`src/rtl/fedp_seq_ctrl_if.sv`:
```
// Handshake and datapath bundle between the dot-product sequencer and its surroundings.
// The slave side is the sequencer; the master side is the job source, operand feed and FEDP unit.
interface fedp_seq_ctrl_if;
  logic        start;
  logic [7:0]  len;
  logic [15:0] bias;
  logic        abort;

  logic        op_valid;
  logic        op_ready;
  logic [31:0] op_w;
  logic [31:0] op_a;

  logic [7:0]  fedp_w0;
  logic [7:0]  fedp_w1;
  logic [7:0]  fedp_w2;
  logic [7:0]  fedp_w3;
  logic [7:0]  fedp_a0;
  logic [7:0]  fedp_a1;
  logic [7:0]  fedp_a2;
  logic [7:0]  fedp_a3;
  logic [15:0] fedp_psum;
  logic [15:0] fedp_result;

  logic        busy;
  logic        out_valid;
  logic        out_ready;
  logic [15:0] out_data;

  modport slave (
    input  start, len, bias, abort, op_valid, op_w, op_a, fedp_result, out_ready,
    output op_ready, fedp_w0, fedp_w1, fedp_w2, fedp_w3,
           fedp_a0, fedp_a1, fedp_a2, fedp_a3, fedp_psum, busy, out_valid, out_data
  );

  modport master (
    output start, len, bias, abort, op_valid, op_w, op_a, fedp_result, out_ready,
    input  op_ready, fedp_w0, fedp_w1, fedp_w2, fedp_w3,
           fedp_a0, fedp_a1, fedp_a2, fedp_a3, fedp_psum, busy, out_valid, out_data
  );
endinterface

```
`src/rtl/fedp_seq_ctrl.sv`:
```
// Sequencer feeding 4-lane operand groups into a 2-cycle dot-product unit and accumulating
// the returned products onto a signed bias; one job of len groups at a time.
module fedp_seq_ctrl (
  input  logic            clk,
  input  logic            rst,
  fedp_seq_ctrl_if.slave  bus
);

  typedef enum logic [1:0] {StIdle, StRun, StDrain, StDone} state_e;

  state_e      state_q, state_d;
  logic [7:0]  len_q, len_d;
  logic [7:0]  issued_q, issued_d;
  logic [7:0]  retired_q, retired_d;
  logic [15:0] acc_q, acc_d;
  logic [1:0]  vld_q, vld_d;
  logic        fire;

  assign bus.op_ready = (state_q == StRun) && (issued_q < len_q);
  assign fire         = bus.op_valid && bus.op_ready;

  // Operands are gated so the unit only ever sees real groups; idle cycles present zeros.
  assign bus.fedp_w0   = fire ? bus.op_w[7:0]   : 8'd0;
  assign bus.fedp_w1   = fire ? bus.op_w[15:8]  : 8'd0;
  assign bus.fedp_w2   = fire ? bus.op_w[23:16] : 8'd0;
  assign bus.fedp_w3   = fire ? bus.op_w[31:24] : 8'd0;
  assign bus.fedp_a0   = fire ? bus.op_a[7:0]   : 8'd0;
  assign bus.fedp_a1   = fire ? bus.op_a[15:8]  : 8'd0;
  assign bus.fedp_a2   = fire ? bus.op_a[23:16] : 8'd0;
  assign bus.fedp_a3   = fire ? bus.op_a[31:24] : 8'd0;
  assign bus.fedp_psum = 16'd0;

  assign bus.busy      = (state_q != StIdle);
  assign bus.out_valid = (state_q == StDone);
  assign bus.out_data  = (state_q == StDone) ? acc_q : 16'd0;

  always_comb begin
    state_d   = state_q;
    len_d     = len_q;
    issued_d  = issued_q;
    retired_d = retired_q;
    acc_d     = acc_q;
    vld_d     = {vld_q[0], fire};

    // vld_q[1] marks the cycle in which a fired group's product is on fedp_result.
    if (vld_q[1]) begin
      acc_d     = acc_q + bus.fedp_result;
      retired_d = retired_q + 8'd1;
    end
    if (fire) begin
      issued_d = issued_q + 8'd1;
    end

    unique case (state_q)
      StIdle: begin
        if (bus.start) begin
          len_d     = bus.len;
          acc_d     = bus.bias;
          issued_d  = 8'd0;
          retired_d = 8'd0;
          state_d   = (bus.len != 8'd0) ? StRun : StDone;
        end
      end
      StRun: begin
        if (fire && ((issued_q + 8'd1) == len_q)) begin
          state_d = StDrain;
        end
      end
      StDrain: begin
        if (retired_q == len_q) begin
          state_d = StDone;
        end
      end
      StDone: begin
        if (bus.out_ready) begin
          state_d = StIdle;
        end
      end
      default: state_d = StIdle;
    endcase

    if (bus.abort && (state_q != StIdle)) begin
      state_d = StIdle;
      vld_d   = 2'b00;
    end
  end

  always_ff @(posedge clk) begin
    if (rst) begin
      state_q   <= StIdle;
      len_q     <= 8'd0;
      issued_q  <= 8'd0;
      retired_q <= 8'd0;
      acc_q     <= 16'd0;
      vld_q     <= 2'b00;
    end else begin
      state_q   <= state_d;
      len_q     <= len_d;
      issued_q  <= issued_d;
      retired_q <= retired_d;
      acc_q     <= acc_d;
      vld_q     <= vld_d;
    end
  end

endmodule

```
`src/flat_wrapper.sv`:
```
// flat-port wrapper written by rule: the top's interface ports become plain ports
module fedp_seq_ctrl_flat 
  (clk, rst, bus_start, bus_len, bus_bias, bus_abort, bus_op_valid, bus_op_w, bus_op_a, bus_fedp_result, bus_out_ready, bus_op_ready, bus_fedp_w0, bus_fedp_w1, bus_fedp_w2, bus_fedp_w3, bus_fedp_a0, bus_fedp_a1, bus_fedp_a2, bus_fedp_a3, bus_fedp_psum, bus_busy, bus_out_valid, bus_out_data);
  fedp_seq_ctrl_if bus_i ();
  input  logic clk;
  input  logic rst;
  input wire logic [$bits(bus_i.start)-1:0] bus_start;
  input wire logic [$bits(bus_i.len)-1:0] bus_len;
  input wire logic [$bits(bus_i.bias)-1:0] bus_bias;
  input wire logic [$bits(bus_i.abort)-1:0] bus_abort;
  input wire logic [$bits(bus_i.op_valid)-1:0] bus_op_valid;
  input wire logic [$bits(bus_i.op_w)-1:0] bus_op_w;
  input wire logic [$bits(bus_i.op_a)-1:0] bus_op_a;
  input wire logic [$bits(bus_i.fedp_result)-1:0] bus_fedp_result;
  input wire logic [$bits(bus_i.out_ready)-1:0] bus_out_ready;
  output wire logic [$bits(bus_i.op_ready)-1:0] bus_op_ready;
  output wire logic [$bits(bus_i.fedp_w0)-1:0] bus_fedp_w0;
  output wire logic [$bits(bus_i.fedp_w1)-1:0] bus_fedp_w1;
  output wire logic [$bits(bus_i.fedp_w2)-1:0] bus_fedp_w2;
  output wire logic [$bits(bus_i.fedp_w3)-1:0] bus_fedp_w3;
  output wire logic [$bits(bus_i.fedp_a0)-1:0] bus_fedp_a0;
  output wire logic [$bits(bus_i.fedp_a1)-1:0] bus_fedp_a1;
  output wire logic [$bits(bus_i.fedp_a2)-1:0] bus_fedp_a2;
  output wire logic [$bits(bus_i.fedp_a3)-1:0] bus_fedp_a3;
  output wire logic [$bits(bus_i.fedp_psum)-1:0] bus_fedp_psum;
  output wire logic [$bits(bus_i.busy)-1:0] bus_busy;
  output wire logic [$bits(bus_i.out_valid)-1:0] bus_out_valid;
  output wire logic [$bits(bus_i.out_data)-1:0] bus_out_data;
  assign bus_i.start = bus_start;
  assign bus_i.len = bus_len;
  assign bus_i.bias = bus_bias;
  assign bus_i.abort = bus_abort;
  assign bus_i.op_valid = bus_op_valid;
  assign bus_i.op_w = bus_op_w;
  assign bus_i.op_a = bus_op_a;
  assign bus_i.fedp_result = bus_fedp_result;
  assign bus_i.out_ready = bus_out_ready;
  assign bus_op_ready = bus_i.op_ready;
  assign bus_fedp_w0 = bus_i.fedp_w0;
  assign bus_fedp_w1 = bus_i.fedp_w1;
  assign bus_fedp_w2 = bus_i.fedp_w2;
  assign bus_fedp_w3 = bus_i.fedp_w3;
  assign bus_fedp_a0 = bus_i.fedp_a0;
  assign bus_fedp_a1 = bus_i.fedp_a1;
  assign bus_fedp_a2 = bus_i.fedp_a2;
  assign bus_fedp_a3 = bus_i.fedp_a3;
  assign bus_fedp_psum = bus_i.fedp_psum;
  assign bus_busy = bus_i.busy;
  assign bus_out_valid = bus_i.out_valid;
  assign bus_out_data = bus_i.out_data;
  fedp_seq_ctrl u_core (.clk(clk), .rst(rst), .bus(bus_i));
endmodule
```
`config.mk`:
```
export PLATFORM = sky130hd
export DESIGN_NAME = fedp_seq_ctrl_flat
export DESIGN_NICKNAME = d
export VERILOG_FILES = /design/src/rtl/fedp_seq_ctrl_if.sv /design/src/rtl/fedp_seq_ctrl.sv /design/src/flat_wrapper.sv
export SDC_FILE = /design/constraint.sdc
export NUM_CORES = 1
export LEC_CHECK = 0
export CAP_MARGIN = 25
export CORE_ASPECT_RATIO = 0.6
export CORE_MARGIN = 1
export CORE_UTILIZATION = 42
export DETAILED_ROUTE_END_ITERATION = 7
export GPL_TIMING_DRIVEN = 0
export MAX_ROUTING_LAYER = met4
export PLACE_DENSITY = 0.84
export SYNTH_ARGS = -nofsm -noshare
export SYNTH_HDL_FRONTEND = slang
export SYNTH_SLANG_ARGS = --single-unit
```
`constraint.sdc`:
```
create_clock -name clk -period 6.1 [get_ports clk]
set_input_delay 1.525 -clock clk [delete_from_list [all_inputs] [get_ports clk]]
set_output_delay 1.525 -clock clk [all_outputs]
set_load 0.02 [all_outputs]
```
# ---- Word-level counts from Yosys, hierarchy flattened
# Index checks and enable logic that the tools add are counted.
dict set report totals {
  regBits 44
  elab_cells 53
}
dict set report classes {
  n_reduce_logical 10
  muxes 24
  eq_ne 9
  magnitude_cmp 1
  n_addsub 3
}
# cell n
set op_table {}
lappend op_table {{two-way mux 8 bit} 14}
lappend op_table {{two-way mux 16 bit} 4}
lappend op_table {{adder 16 bit} 1}
lappend op_table {{adder 8 x 1 -> 8 bit (second input constant)} 2}
lappend op_table {{== test 8 bit} 2}
lappend op_table {{two-way mux 2 bit} 5}
lappend op_table {{less-than comparator 8 bit} 1}
lappend op_table {{case mux 2 bit (4 select lines)} 1}
lappend op_table {{nonzero test 8 bit} 1}
lappend op_table {{inequality test 2 bit (second input constant)} 3}
lappend op_table {{== test 2 bit (second input constant)} 2}
lappend op_table {{logical AND 1 bit} 4}
lappend op_table {{AND reduction 4 bit} 1}
lappend op_table {{== test 2 x 1 -> 1 bit (second input constant)} 1}
lappend op_table {{zero test 2 bit} 1}
lappend op_table {{inequality test 2 x 1 -> 1 bit (second input constant)} 1}
lappend op_table {{AND reduction 2 bit} 1}
lappend op_table {{nonzero test 2 bit} 1}
lappend op_table {{OR reduction 2 bit} 1}

# ---- Depth between registers and ports, before layout
# Gate-level depths: netlist of run 1.
dict set report depth {
  depth_word 6
  ltp_mapped 11
}

# ---- Least setup slack after synthesis of run 1
# OpenSTA, ideal clock, no wires.
dict set report synth_timing {
  kind {in2out}
  start {in bus_op_valid}
  end {out bus_fedp_w0[0]}
  n_path_buf 3
  slack_ns 2.067
  path_stages 5
  arrival_ns 2.508
  required_ns 4.575
  cell_sequence {and4b_1 clkbuf_1 buf_2 clkbuf_1 and2_1}
}
dict set report synth_via {
  elab_chain_cells 2
}
# item line
set synth_lines {}
lappend synth_lines {{from (decl)} flat_wrapper.sv:11} ;# input wire logic [$bits(bus_i.op_valid)-1:0] bus_op_valid;
lappend synth_lines {{logical AND 1 bit} fedp_seq_ctrl.sv:20} ;# assign fire = bus.op_valid && bus.op_ready;
lappend synth_lines {{two-way mux 8 bit} fedp_seq_ctrl.sv:23} ;# assign bus.fedp_w0 = fire ? bus.op_w[7:0] : 8'd0;
lappend synth_lines {{to (decl)} flat_wrapper.sv:17} ;# output wire logic [$bits(bus_i.fedp_w0)-1:0] bus_fedp_w0;
# Every way passes these cells.

# ---- Final worst setup path of run 1
dict set report layout_timing {
  start {in bus_op_valid}
  end {out bus_fedp_w0[2]}
}
# The elaborated chain is that of the path after synthesis.

==> impl_metrics.tcl, run 1 <==
set metrics [dict create \
    slew_violations 0 \
    syn_area_sq_mm 0.00367 \
    layout_setup_ws_ns 0.797 \
    critical_path_arrival_ns 3.78 \
    dieArea_sq_mm 0.00912 \
    drive_gt1_frac 0.0479 \
    antenna_found_initial 0 \
    drt-pass1-iter-count 8 \
    reg2regPathDepth 8 \
    hpwl_microns 10600 \
    grt_usage 0.289 \
    grt-ovfl-total 0 \
    synthToLayoutAreaGrowth_pct 62.4 \
    portBuffers 191 \
    post-cts-setup-buffers 0 \
    crit_fanout 10 \
    synth_edf_count 0 \
    status "finished, violations left" \
    cts_made_buffers 5 \
    yosysTopAreaCell "dfxtp_1" \
    n_antenna_cell 0 \
    hold_path_depth 2 \
    clk_pin_slew_ns 0.06 \
    synth_top_area_frac 0.240 \
    cts_resized 0 \
    clk_latency_ns 0.30 \
    failed_checks "DRC" \
    hold_class "register to register" \
    hold_buffers 0 \
    die_h_microns 74.4 \
    hold_viol 0 \
    synthCells 476 \
    cp-end-kind "output pin" \
    tightest_slew_ns 0.790 \
    tritoncts "built" \
    rows 25 \
    start_kind "input pin" \
    rsz0062_at_grt "no" \
    dp_cells 790 \
    vias 4110 \
    cap_viol_max_count 0 \
    initial_core_util 0.449 \
    ys_types 54 \
    rr_endpoint "u_core.state_q[1]" \
    grt_pass1_wl_microns 19600 \
    critical_path_required_ns 4.58 \
    slew_headroom 0.468 \
    htreeDepth 2 \
    pre_cts_ws_ns 0.783 \
    grt_max_degree 14 \
    rrSetupSlack_ns 3.28 \
    vias_per_cell 5.16 \
    timing.final.crit_share 0.869 \
    powerDensity_mw_per_mm2 263 \
    fin_crit_ns 5.30 \
    ys_top_cells_by_area "dfxtp_1, and2_1, ha_1" \
    fmax_ghz 0.189 \
    r2r_start "u_core.len_q[6]" \
    ctsRootBufferMaster "clkbuf_16" \
    cts.sinks 44 \
    final.setup_skew_ns 0.00528 \
    totalWireLength_microns 13100 \
    io_pins 209 \
    ys_async_sr_fraction 0 \
    drtIter0Drc 310 \
    synth_warnings 0 \
    avgSynthCellArea_sq_um 7.71 \
    synth_ff_type "dfxtp_1" \
    ir_drop_uv 168 \
    placeableCoreArea_sq_mm 0.00816 \
    wire_per_inst_microns 16.4 \
    fillers 621 \
    tns_ns 0 \
    hold_end "u_core.vld_q[1]" \
    gp_congestion 1.02 \
    clockBufferDepth 2 \
    layout.nets 829 \
    grt_pass1_vias 3812 \
    instances_no_fill 797 \
    postLayoutCoreUtil 0.730 \
    synth_seq_cells 44 \
    setup_viol 0 \
    leakage_nw 2.48 \
    ant_nets 0 \
    min_from "u_core.vld_q[0]" \
    ys_seq_area_frac 0.240 \
    drc 1 \
    dieWidth_microns 123 \
    crit_type "input pin to output pin" \
]
==> placed cells by master (no fill, tap or decap), drive strengths merged, types with 18 or more instances in the layout <==
master         Yosys  layout
clkdlybuf4s50      0     191
and2              82      82
nor2              47      47
dfxtp             44      44
nand2             38      38
a21oi             31      31
ha                29      29
xor2              25      25
clkbuf            17      22
buf               21      21
a211oi            20      20
xnor2             18      18
==> synthesized netlist by cell type (all sizes together), types with 2 or more instances <==
master / number
xor2: 25
a2bb2oi: 2
a21oi: 31
nor4: 4
nand3: 7
a21o: 9
a31oi: 3
buf: 21
xnor2: 18
o21a: 2
nor2: 47
nor2b: 2
nor3: 2
mux2i: 6
o211ai: 2
a2111oi: 2
clkbuf: 17
and2: 82
nand4: 3
ha: 29
inv: 15
dfxtp: 44
a211oi: 20
and3: 5
o21ai: 16
nand2: 38
nand2b: 3
==> power by group <==
part,internal (W),total [W],switching (W)
logic,0.000381,0.000835,0.000454
clock network,0.000233,0.000352,0.000119
registers,0.000334,0.000382,0.0000474
total,0.000948,0.00157,0.000621
==> cell families after synthesis <==
family / share of synthesized area
AND/OR/NAND/NOR: 0.286
AO/OA/AOI/OAI: 0.177
buffers and inverters: 0.0726
flip-flops: 0.240
XOR/XNOR: 0.103
adder cells (fa/ha/maj): 0.104
multiplexers: 0.0164
other: 0.00102
==> per-layer routing <==
layer	up-vias	GRT usage	routed length, microns
met3	22	0.0583	919
met5	-	-	0
met4	0	0.0650	184
met2	163	0.434	5920
li1	2013	-	-
met1	1912	0.397	6030
==> stage by stage <==
stage	area [sq um]	total power [W]	hold WS, ns
floorplan	3720	0.000893	0.394
global placement	5770	0.00118	0.402
detailed placement	5770	0.00120	0.400
CTS	5960	0.00156	0.410
global route	5960	0.00166	0.431
finish	5960	0.00157	0.415
==> cell type report <==
cell class / instances / area, sq um / area share
sequential: 44 / 881 / 0.148
timing repair buffer: 191 / 1910 / 0.321
tap: 108 / 135 / 0.0227
buffer: 38 / 206 / 0.0347
clock inverter: 2 / 60.1 / 0.0101
inverter: 16 / 60.1 / 0.0101
clock buffer: 5 / 125 / 0.0210
multi-input combinational: 393 / 2580 / 0.433
==> worst max-delay path, stage by stage <==
cell and delay (ns):
clkdlybuf4s50_1 0.48, and4b_1 0.18, clkbuf_1 0.22, buf_2 0.28
clkbuf_1 0.29, and2_1 0.19, clkdlybuf4s50_1 0.61
==> how the worst max path moves through the flow <==
stage	startpoint	slack, ns	cells past startpoint	end
6_report	bus_op_valid	0.80	7	bus_fedp_w0[2]
2_1_floorplan	bus_op_valid	2.07	5	bus_fedp_w0[0]
3_5_place_dp	bus_op_valid	0.78	7	bus_fedp_w0[2]
4_1_cts	bus_op_valid	0.78	7	bus_fedp_w0[2]
5_1_grt	bus_op_valid	0.63	7	bus_fedp_w0[2]
3_3_place_gp	bus_op_valid	0.81	7	bus_fedp_w0[2]
==> sequential cells by signal, indices dropped and copies added (netlist names) <==
signal,cells
u_core.acc_q,16
u_core.state_q,2
u_core.len_q,8
u_core.vld_q,2
u_core.issued_q,8
u_core.retired_q,8
No activity file was read; power rests on OpenSTA's default activity.
==> run 2: changes to the inputs <==
- CAP_MARGIN: 25 -> 20
- SKIP_CTS_REPAIR_TIMING: default -> 1
==> results of run 2 <==
No change in the layout: final DEF, timing and power equal those of run 1.
==> run 3: changes to the inputs <==
- ABC_AREA: default -> 0
- CORE_MARGIN: 1 -> default
- GPL_TIMING_DRIVEN: 0 -> default
==> impl_metrics.tcl, run 3 (same netlist as run 1, synthesis figures left out) <==
set metrics [dict create \
    fmax_ghz 0.194 \
    drive_gt1_frac 0.0274 \
    grt_pass1_vias 3659 \
    rrSetupSlack_ns 3.22 \
    clk_latency_ns 0.29 \
    placeableCoreArea_sq_mm 0.00816 \
    min_from "u_core.vld_q[0]" \
    portBuffers 192 \
    rr_endpoint "u_core.state_q[1]" \
    synthToLayoutAreaGrowth_pct 57.8 \
    start_kind "input pin" \
    fin_crit_ns 5.15 \
    ant_nets 0 \
    grt-ovfl-total 0 \
    hold_path_depth 2 \
    htreeDepth 2 \
    crit_type "input pin to output pin" \
    final.setup_skew_ns 0.00465 \
    slew_headroom 0.239 \
    status "finished clean" \
    final_cell_area_sq_mm 0.00579 \
    grt_max_degree 65 \
    pre_cts_ws_ns 0.971 \
    slew_violations 0 \
    drt-pass1-iter-count 6 \
    reg2regPathDepth 8 \
    hpwl_microns 9730 \
    final_common_cell "clkdlybuf4s50_1" \
    powerDensity_mw_per_mm2 265 \
    tns_ns 0 \
    n_antenna_cell 0 \
    r2r_start "u_core.len_q[6]" \
    dp_cells 757 \
    placed_cell_area_sq_mm 0.00561 \
    most-common-layout-cells "clkdlybuf4s50_1, and2_1, nor2_1" \
    max_flop_register "u_core.acc_q" \
    totalWireLength_microns 12200 \
    rsz0062_at_grt "no" \
    hold_class "register to register" \
    antenna_found_initial 0 \
    tightest_slew_ns 1.14 \
    fillers 653 \
    gp_congestion 1.00 \
    ctsRootBufferMaster "clkbuf_16" \
    critical_path_required_ns 4.58 \
    wire_per_inst_microns 16.0 \
    critical_path_arrival_ns 3.63 \
    io_pins 209 \
    vias 3903 \
    instances_no_fill 764 \
    vias_per_cell 5.11 \
    die_h_microns 74.4 \
    dieArea_sq_mm 0.00912 \
    largest_reg_flops 16 \
    dieWidth_microns 123 \
    drc 0 \
    hold_end "u_core.vld_q[1]" \
    hold_viol 0 \
    leakage_nw 2.38 \
    cp-end-kind "output pin" \
    initial_core_util 0.449 \
    layout.nets 796 \
    clockBufferDepth 2 \
    crit_fanout 64 \
    cap_viol_max_count 0 \
    tritoncts "built" \
    setup_viol 0 \
    ir_drop_uv 225 \
    timing.final.crit_share 0.845 \
    layout_setup_ws_ns 0.946 \
    cts.sinks 44 \
    rows 25 \
    cts_made_buffers 5 \
    grt_usage 0.273 \
    clk_pin_slew_ns 0.06 \
    grt_pass1_wl_microns 18700 \
    drtIter0Drc 322 \
]
==> run 3: cell count changes in the layout (fill, tap and decap cells not counted) <==
cell,change
buf_1,-4
clkbuf_1,-15
buf_2,-1
buf_4,-12
clkbuf_2,-2
clkdlybuf4s50_1,+1
==> run 3: worst max-delay path by stage <==
stage                       startpoint             end  slack (ns)  depth (start not counted)
after global placement    bus_op_valid  bus_fedp_w3[0]        1.01                          5
after detailed placement  bus_op_valid  bus_fedp_w3[0]        0.97                          5
after floorplan           bus_op_valid  bus_fedp_w0[0]        2.07                          5
after CTS                 bus_op_valid  bus_fedp_a2[6]        0.96                          5
final                     bus_op_valid  bus_fedp_a2[6]        0.95                          5
after global routing      bus_op_valid  bus_fedp_a2[6]        0.82                          5
==> run 3: critical path: stages <==
cell             delay (ns)
clkdlybuf4s50_1        0.48
and4b_1                0.32
buf_4                  0.45
and2_1                 0.21
clkdlybuf4s50_1        0.63
==> run 3: cell type report <==
type	instances	area [sq um]	area share
clock buffer	5	125	0.0216
tap	108	135	0.0233
multi-input combinational	393	2580	0.445
clock inverter	2	60.1	0.0104
sequential	44	881	0.152
timing repair buffer	196	1950	0.337
inverter	16	60.1	0.0104
==> run 3: metrics by stage <==
step / util / hold slack [ns] / total power [W]
floorplan: - / 0.394 / 0.000893
global placement: 0.687 / 0.404 / 0.00115
detailed placement: 0.687 / 0.420 / 0.00117
CTS: 0.709 / 0.427 / 0.00153
global route: 0.709 / 0.454 / 0.00162
finish: 0.709 / 0.421 / 0.00153
==> run 3: routing by layer <==
layer / part of all wire / global-route usage
met1: 0.48 / 0.379
met2: 0.46 / 0.408
met3: 0.051 / 0.0422
met4: 0.014 / 0.0772
met5: 0 / -
==> run 3: power breakdown <==
group / internal (W) / switching, W / leakage (nW) / total [W]
clock network: 0.000233 / 0.000118 / 0.0899 / 0.000351
logic: 0.000368 / 0.000432 / 1.93 / 0.000800
registers: 0.000334 / 0.0000478 / 0.360 / 0.000382
total: 0.000935 / 0.000598 / 2.38 / 0.00153
